## config.mk

```make
export PLATFORM = sky130hd
export DESIGN_NAME = led_stream
export DESIGN_NICKNAME = d
export VERILOG_FILES = /design/src/rtl/led_stream.sv
export SDC_FILE = /design/constraint.sdc
export NUM_CORES = 1
export LEC_CHECK = 0
export BUFFER_PORTS_ARGS = -buffer_cell sky130_fd_sc_hd__buf_2
export CORE_ASPECT_RATIO = 1.25
export CORE_MARGIN = 4
export CORE_UTILIZATION = 42
export DETAILED_ROUTE_END_ITERATION = 7
export PLACE_DENSITY = 0.6
export REMOVE_ABC_BUFFERS = 1
export SYNTH_ARGS = -nofsm -noshare
export SYNTH_HDL_FRONTEND = slang
export SYNTH_SLANG_ARGS = --single-unit
```

## constraint.sdc

```tcl
create_clock -name clk -period 3.4 [get_ports clk]
set_clock_uncertainty 0.15 [all_clocks]
set_input_delay 0.17 -clock clk [delete_from_list [all_inputs] [get_ports clk]]
set_output_delay 0.17 -clock clk [all_outputs]
set_load 0.005 [all_outputs]
```

## src/rtl/led_stream.sv

```systemverilog
// led_stream -- serialises a stream of pixel words onto a single-wire LED strip
// using pulse-width coded bits, followed by a low latch gap after each frame.
//
// Each data bit occupies T_PERIOD clocks. The line is high for T_HIGH1 clocks
// for a 1 bit or T_HIGH0 clocks for a 0 bit, then low for the rest of the bit.
// A frame is LED_CNT pixels sent MSB first with no gap between pixels. After
// the frame the line stays low for T_LATCH clocks. A one-entry hold register
// lets the next pixel be prefetched while the current one is shifting out.
//
// Optional feature: define LED_STREAM_BRIGHTNESS_EN to add the brightness
// input. Each channel c is then scaled to (c*(brightness+1))>>8 as the pixel
// is loaded into the shift register.
//
// Ports:
//   clk         in   single clock, all logic on its rising edge
//   reset_n     in   synchronous active-low reset
//   brightness  in   [7:0] global scale (only with LED_STREAM_BRIGHTNESS_EN)
//   pix_data    in   [PIXW-1:0] pixel word, channel 0 in the MSBs
//   pix_valid   in   pix_data valid
//   pix_ready   out  block accepts a pixel this cycle
//   led_o       out  registered serial line to the strip
//   busy        out  high whenever the block is not idle
//   frame_done  out  one-cycle pulse on the last clock of the latch gap
//   underrun    out  one-cycle pulse when a frame is cut short for lack of data
//
// Timing note: led_o, busy, frame_done and underrun are all registered from
// the current state. They therefore trail the internal state by one clock and
// stay aligned with each other on the outputs.
module led_stream #(
    parameter int LED_CNT       = 3,
    parameter int CHANNELS      = 3,
    parameter int BITPERCHANNEL = 8,
    parameter int T_PERIOD      = 31,
    parameter int T_HIGH0       = 10,
    parameter int T_HIGH1       = 20,
    parameter int T_LATCH       = 1250
) (
    input  logic                                clk,
    input  logic                                reset_n,
`ifdef LED_STREAM_BRIGHTNESS_EN
    input  logic [7:0]                          brightness,
`endif
    input  logic [CHANNELS*BITPERCHANNEL-1:0]   pix_data,
    input  logic                                pix_valid,
    output logic                                pix_ready,
    output logic                                led_o,
    output logic                                busy,
    output logic                                frame_done,
    output logic                                underrun
);

    localparam int PIXW = CHANNELS * BITPERCHANNEL;
    localparam int TMAX = (T_PERIOD > T_LATCH) ? T_PERIOD : T_LATCH;
    localparam int CW   = $clog2(TMAX + 1);
    localparam int PCW  = $clog2(LED_CNT + 1);
    localparam int IW   = $clog2(PIXW + 1);

    localparam logic [CW-1:0]  PERIOD_LAST = CW'(T_PERIOD - 1);
    localparam logic [CW-1:0]  LATCH_LAST  = CW'(T_LATCH - 1);
    localparam logic [CW-1:0]  HIGH0_CNT   = CW'(T_HIGH0);
    localparam logic [CW-1:0]  HIGH1_CNT   = CW'(T_HIGH1);
    localparam logic [IW-1:0]  BIT_LAST    = IW'(PIXW - 1);
    localparam logic [PCW-1:0] PIX_LAST    = PCW'(LED_CNT - 1);

    typedef enum logic [1:0] {
        ST_IDLE  = 2'd0,
        ST_BIT   = 2'd1,
        ST_LATCH = 2'd2
    } state_t;

`ifdef LED_STREAM_BRIGHTNESS_EN
    localparam int PW = BITPERCHANNEL + 8;

    // Scales every channel by (brightness+1)/256; the product of a channel and
    // a 9-bit factor of at most 256 always fits in BITPERCHANNEL+8 bits.
    function automatic logic [PIXW-1:0] load_word(input logic [PIXW-1:0] px,
                                                  input logic [7:0]      br);
        logic [PIXW-1:0] res;
        logic [PW-1:0]   prod;
        res  = '0;
        prod = '0;
        for (int c = 0; c < CHANNELS; c++) begin
            prod = PW'(px[c*BITPERCHANNEL +: BITPERCHANNEL]) * (PW'(br) + PW'(1));
            res[c*BITPERCHANNEL +: BITPERCHANNEL] = BITPERCHANNEL'(prod >> 8);
        end
        return res;
    endfunction
`else
    // Pixels go out exactly as received.
    function automatic logic [PIXW-1:0] load_word(input logic [PIXW-1:0] px);
        return px;
    endfunction
`endif

    state_t          state_q, state_d;
    logic [PIXW-1:0] hold_q, hold_d;
    logic            hold_full_q, hold_full_d;
    logic [PIXW-1:0] shift_q, shift_d;
    logic [CW-1:0]   tmr_q, tmr_d;        // bit timer in BIT, gap timer in LATCH
    logic [IW-1:0]   bit_idx_q, bit_idx_d;
    logic [PCW-1:0]  pix_cnt_q, pix_cnt_d;
    logic            led_q, led_d;
    logic            busy_q, busy_d;
    logic            frame_done_q, frame_done_d;
    logic            underrun_q, underrun_d;
    logic [PIXW-1:0] next_word;
    logic            pix_take;

    assign pix_ready  = ~hold_full_q & reset_n;
    assign pix_take   = pix_valid & pix_ready;
    assign led_o      = led_q;
    assign busy       = busy_q;
    assign frame_done = frame_done_q;
    assign underrun   = underrun_q;

`ifdef LED_STREAM_BRIGHTNESS_EN
    assign next_word = load_word(hold_q, brightness);
`else
    assign next_word = load_word(hold_q);
`endif

    // Next-state, hold-register and output-pulse logic.
    always_comb begin
        state_d      = state_q;
        hold_d       = hold_q;
        hold_full_d  = hold_full_q;
        shift_d      = shift_q;
        tmr_d        = tmr_q;
        bit_idx_d    = bit_idx_q;
        pix_cnt_d    = pix_cnt_q;
        led_d        = 1'b0;
        frame_done_d = 1'b0;
        underrun_d   = 1'b0;
        busy_d       = (state_q != ST_IDLE);

        // A pixel can only be taken while the hold register is empty, so this
        // never collides with the FSM draining the hold register below.
        if (pix_take) begin
            hold_d      = pix_data;
            hold_full_d = 1'b1;
        end else begin
            hold_d      = hold_q;
        end

        case (state_q)
            ST_IDLE: begin
                if (hold_full_q) begin
                    shift_d     = next_word;
                    hold_full_d = 1'b0;
                    pix_cnt_d   = '0;
                    bit_idx_d   = '0;
                    tmr_d       = '0;
                    state_d     = ST_BIT;
                end else begin
                    state_d     = ST_IDLE;
                end
            end

            ST_BIT: begin
                if (shift_q[PIXW-1]) begin
                    led_d = (tmr_q < HIGH1_CNT);
                end else begin
                    led_d = (tmr_q < HIGH0_CNT);
                end

                if (tmr_q != PERIOD_LAST) begin
                    tmr_d = tmr_q + CW'(1);
                end else begin
                    tmr_d = '0;
                    if (bit_idx_q != BIT_LAST) begin
                        shift_d   = {shift_q[PIXW-2:0], 1'b0};
                        bit_idx_d = bit_idx_q + IW'(1);
                    end else if (pix_cnt_q == PIX_LAST) begin
                        state_d   = ST_LATCH;
                    end else if (hold_full_q) begin
                        // Back-to-back reload: the next pixel starts on the
                        // very next clock with no idle cycle.
                        shift_d     = next_word;
                        hold_full_d = 1'b0;
                        bit_idx_d   = '0;
                        pix_cnt_d   = pix_cnt_q + PCW'(1);
                    end else begin
                        // No data in time: abandon the frame and latch what
                        // the strip already has.
                        underrun_d = 1'b1;
                        state_d    = ST_LATCH;
                    end
                end
            end

            ST_LATCH: begin
                if (tmr_q == LATCH_LAST) begin
                    frame_done_d = 1'b1;
                    tmr_d        = '0;
                    state_d      = ST_IDLE;
                end else begin
                    tmr_d        = tmr_q + CW'(1);
                end
            end

            default: begin
                state_d = ST_IDLE;
            end
        endcase
    end

    // State and output registers with synchronous active-low reset.
    always_ff @(posedge clk) begin
        if (!reset_n) begin
            state_q      <= ST_IDLE;
            hold_q       <= '0;
            hold_full_q  <= 1'b0;
            shift_q      <= '0;
            tmr_q        <= '0;
            bit_idx_q    <= '0;
            pix_cnt_q    <= '0;
            led_q        <= 1'b0;
            busy_q       <= 1'b0;
            frame_done_q <= 1'b0;
            underrun_q   <= 1'b0;
        end else begin
            state_q      <= state_d;
            hold_q       <= hold_d;
            hold_full_q  <= hold_full_d;
            shift_q      <= shift_d;
            tmr_q        <= tmr_d;
            bit_idx_q    <= bit_idx_d;
            pix_cnt_q    <= pix_cnt_d;
            led_q        <= led_d;
            busy_q       <= busy_d;
            frame_done_q <= frame_done_d;
            underrun_q   <= underrun_d;
        end
    end

endmodule

```

# ---- Yosys cells after proc, flatten, opt, wreduce, memory -nomap -nowiden
# Cells that the tools add are included.
# Widths: inputs -> output; s select.
dict set report totals {
  output_inout_bits 5
  register_bits 73
  in_bits 27
  elab_cells 82
}
dict set report classes {
  eq_ne 14
  n_addsub 3
  n_reduce_logical 11
  muxes 36
  bitwise_logic 5
  n_lt_le_gt_ge 2
}
# cell count
set ops {}
lappend ops {{$mux 24} 4}
lappend ops {{$pmux 24 s2} 1}
lappend ops {{$mux 11} 3}
lappend ops {{$pmux 11 s3} 1}
lappend ops {{$mux 2} 10}
lappend ops {{$mux 5} 4}
lappend ops {{$ne 2x2->1 const B} 6}
lappend ops {{$add 11x1->11 const B} 1}
lappend ops {{$eq 11x11->1 const B} 1}
lappend ops {{$lt 11x4->1 const B} 1}
lappend ops {{$lt 11x5->1 const B} 1}
lappend ops {{$ne 11x5->1 const B} 1}
lappend ops {{$pmux 5 s2} 1}
lappend ops {{$mux 1} 9}
lappend ops {{$ne 3x3->1 const B} 2}
lappend ops {{$pmux 2 s3} 1}
lappend ops {{$reduce_and 2->1} 3}
lappend ops {{$reduce_and 6->1} 1}
lappend ops {{$add 5x1->5 const B} 1}
lappend ops {{$ne 5x5->1 const B} 1}
lappend ops {{$reduce_or 5->1} 1}
lappend ops {{$eq 2x2->1 const B} 2}
lappend ops {{$pmux 2 s2} 1}
lappend ops {{$reduce_and 4->1} 1}
lappend ops {{9 further kinds} 13}

# ---- Longest topological paths before layout
dict set report logic_depth {
  ltp_word 9
  depth_mapped 9
  mapped_depth_nobuf 7
}

# ---- Worst setup path before layout
# No wires, ideal clock.
dict set report synth_timing {
  path_kind {register -> register}
  from {reg state_q[1]}
  to {reg shift_q[19]}
  t_required_ps 3105
  stages_incl_launch_ff 8
  n_path_buf 2
  arrival_ps 1845
  setup_ps 145
  setup_slack_ps 1260
  synth_period_minus_slack_ps 2140
  path_cell_list {dfxtp_1 > inv_1 > ha_1 > clkbuf_1 > nand2_1 > a221oi_4 > buf_2 > a311oi_2}
}
dict set report synth_via {
  elab_chain_len 3
  word_cells_on_any_way 7
  cone_classes {eq/ne: 3; mux: 1; reduce/logical: 3}
}
# item line_no
set synth_lines {}
lappend synth_lines {{start: declaration} 95} ;# state_t state_q, state_d;
lappend synth_lines {{start signal: assignment} 222} ;# state_q <= state_d;
lappend synth_lines {{$eq 2x1->1 or $logic_not 2->1 (tied branches)} 145} ;# case (state_q)
lappend synth_lines {{$ne 3x3->1 (no line), or another cell as far along} n/a}
lappend synth_lines {{$reduce_and 3->1 (no line)} n/a}
lappend synth_lines {{end signal: assignment} 225} ;# shift_q <= shift_d;
lappend synth_lines {{end: declaration} 98} ;# logic [PIXW-1:0] shift_q, shift_d;
# Several ways; a longest one is shown, not always the timed one.
# A chain may end at the register's enable or synchronous reset.

# ---- Worst setup path after layout
dict set report layout_timing {
  from {reg state_q[1]}
  to {reg shift_q[9]}
}
# Same word-level chain as after synthesis.

==> key figures <==
Run status
  • Status: completed

Worst hold path
  • Worst Hold Class: primary input to register

STA
  • RSZ-0062 raised after global routing: false
  • Worst slew pin tran: between 0.8 and 0.9 ns
  • Setup-failing EPs final: 0
  • Slew headroom: 0.408
  • Tcrit/Tclk final: 0.716
  • Pins Over Slew Limit: 0
  • Max Freq: 411 MHz
  • Final setup margin: about 0.96 ns
  • Final Hold Fails: 0
  • Min Tclk post-route: between 2 and 2.5 ns

Placed design
  • Dpl ws: 0.990 ns
  • DP Wirelength: between 4 and 5 mm
  • Port bufs: 31
  • Placed cell area: between 3000 and 4000 sq um
  • GP Congestion: 0.818

Floorplanning
  • Die area: around 9700 sq um
  • Core area: about 7900 sq um
  • Initial core utilization: 0.436
  • Ports: 32
  • Die H: ~110 um
  • Site Rows: 36
  • Die W: roughly 89 um

Clock tree
  • Root Buffer Master: clkbuf_8
  • Clock transition at path regs: 0.08 ns
  • Worst-Skew Late Latency: between 0.3 and 0.4 ns
  • Htree depth: 3
  • TritonCTS clock tree: done
  • Resized cells post-CTS: 0
  • CTS sink count: 73
  • CTS Buf Count: 9
  • Clock tree buffer depth: 2

Setup path
  • Reg2Reg Launch Point: state_q[1]
  • Crit path DAT: 2.54 ns
  • Critical path data required time: roughly 3.5 ns
  • Crit-path max FO: 39
  • Crit path kind: register to register
  • Critical Path Source: state_q[1]
  • Worst r2r path cells: 9
  • Worst Setup Start Kind: register
  • CP Capture Point: shift_q[9]
  • Crit Reg-Reg Endpoint: shift_q[9]
  • Worst Setup End Kind: register
  • R2R setup slack: between 0.9 and 1 ns

Power
  • Leak: 1.60 nW
  • Pwr/cell area: ~540 nW/um^2
  • Worst vdd ir: between 0.2 and 0.3 mV

Layout
  • Final instance area: between 4000 and 5000 sq um
  • Antenna Cells: 0
  • Fillers: 731
  • Share of cells above drive strength 1: 0.183
  • Synth-to-Final Area Change: 20.2%
  • Final nets: 490

Global routing
  • Initial antenna violation count: 0
  • First-pass GRT wire length: approximately 13 mm
  • Vias in the first global route: just under 3000
  • Total gr overflow: 0
  • Largest net degree at the start of global routing: 40
  • Total track usage: 0.172

Logic synthesis
  • Yosys warnings: 0
  • Number of synthesized flops with an enable pin: 0
  • Seq/Total Area, Yosys: 0.426
  • Post-Synth Adder-Cell Area: 0.0328
  • Yosys top cell area share: 0.426
  • Cell with the most instances after synthesis: nand2_1
  • Compound-cell area share of the yosys netlist: 0.165
  • Post-synthesis register bit count: 73
  • Syn avg cell area: about 8.4 sq um
  • Mapped Area: between 3000 and 4000 sq um
  • Main combinational cell family by area after synthesis: simple AND/OR/NAND/NOR gates
  • Synth Area in Simple Gates: 0.285
  • Dominant cell type by area after synthesis: dfxtp_1
  • Commonest cells post-synth: nand2_1 (92), dfxtp_1 (73), nand3_1 (55), nor2_1 (41), a311oi_2 (22)
  • Unique masters post-synth: 44
  • Post-synthesis mux area share: 0.0153
  • Largest cells by area after synthesis: dfxtp_1 (43%), nand2_1 (10%), a311oi_2 (9.6%)
  • Ys flop type: dfxtp_1
  • Post-Syn Instances: 407
  • Post-synthesis xor/xnor area fraction: 0.0230
  • FFs w/ async S/R, synth: 0

Routing
  • WL final: about 7.4 mm
  • WL met2: approximately 3.7 mm
  • DR pass1 iterations: 6
  • WL/cell: around 13 um
  • DRC: 0
  • Via density: about 5.4
  • Routed Antenna Nets: 0
  • Highest metal used: met4
  • Vias: 2992
  • M1 wire length: 3.32 mm
  • DRT iter0 DRCs: about 150
  • Met3 wire length: ~230 um

Flow run
  • Total of max-cap violations: 0
kinds of logic (layout without fill, tap and decap cells):
group / after synthesis / after routing
and+or+nand+nor: 216 / 216
DFF: 73 / 73
AOI/OAI and AO/OA: 54 / 54
buffers and inverters: 41 / 93
adders and majority gates: 9 / 9
xor gates and xnor gates: 9 / 9
muxes: 5 / 5
state kept, by name (all words and copies together) (netlist names):
register	flops
hold_full_q	1
frame_done	1
pix_cnt_q	2
led_o	1
tmr_q	11
shift_q	24
state_q	2
busy	1
underrun	1
bit_idx_q	5
hold_q	24
worst min-delay path by stage:
| stage | start | to | slack [ns] | cells after the start |
|---|---|---|---|---|
| floorplan | pix_data[0] | hold_q[0] | 0.12 | 2 |
| global placement | pix_data[12] | hold_q[12] | 0.20 | 3 |
| detailed placement | pix_data[11] | hold_q[11] | 0.21 | 3 |
| CTS | reset_n | pix_cnt_q[1] | 0.03 | 2 |
| global route | reset_n | pix_cnt_q[0] | 0.05 | 2 |
| finish | reset_n | pix_cnt_q[1] | 0.05 | 2 |
through the flow:
stage          instances   util  power [W]  setup TNS, ns  hold WS (ns)
2_1_floorplan        379      -    0.00129         -16.73         0.119
3_3_place_gp         513  0.461    0.00139              0         0.201
3_5_place_dp         513  0.461    0.00140              0         0.207
4_1_cts              554  0.524    0.00225              0        0.0297
5_1_grt              554  0.524    0.00234              0        0.0474
6_report             554  0.524    0.00222              0        0.0464
cells in the final DEF (no fill, tap or decap), types with 4 or more instances in the layout:
master,instances
a22oi_1,4
nor2_1,41
ha_1,9
nor4_1,4
clkbuf_8,9
a21oi_1,7
a311oi_2,22
inv_1,12
nor3_1,5
buf_2,31
nand4_1,5
dfxtp_1,73
buf_4,8
xor2_1,6
dlygate4sd3_1,25
nand2_1,92
o21ai_0,5
nand3_1,55
critical path, stage by stage, from the launching register on:
cell and delay, ns:
dfxtp_1 0.36, inv_1 0.08, ha_1 0.21, buf_4 0.21, inv_1 0.10, nand2_1 0.12, a221oi_4 0.30, buf_4 0.44
nor2_1 0.10, a311oi_2 0.25
final cells by class:
| type | instances | area [sq um] | share of cell area |
|---|---|---|---|
| Multi-Input combinational cell | 293 | 1790 | 0.434 |
| Sequential cell | 73 | 1460 | 0.354 |
| Timing Repair Buffer | 64 | 465 | 0.113 |
| Clock buffer | 9 | 124 | 0.0300 |
| Clock inverter | 7 | 119 | 0.0288 |
| Tap cell | 95 | 119 | 0.0288 |
| Inverter | 13 | 48.8 | 0.0118 |
power breakdown:
group	total, W	switching [W]	leakage [nW]	internal, W
sequential	0.000988	0.0000459	0.597	0.000942
clock	0.000824	0.000337	0.115	0.000487
combinational	0.000413	0.000245	0.884	0.000167
total	0.00222	0.000628	1.60	0.00160
repair_timing:
| item | 4_1_cts | 5_1_grt |
|---|---|---|
| buffers inserted | 0 | 0 |
| hold buffers | 25 | 0 |
| hold endpoints to repair | 25 | 0 |
| setup endpoints to repair | 0 | 0 |
per-layer routing:
metal / up-vias / track usage
li1: 1512 / -
met1: 1420 / 0.208
met2: 48 / 0.294
met3: 12 / 0.0310
met4: 0 / 0.0778
met5: - / 0
No activity file was read; power rests on OpenSTA's default activity.
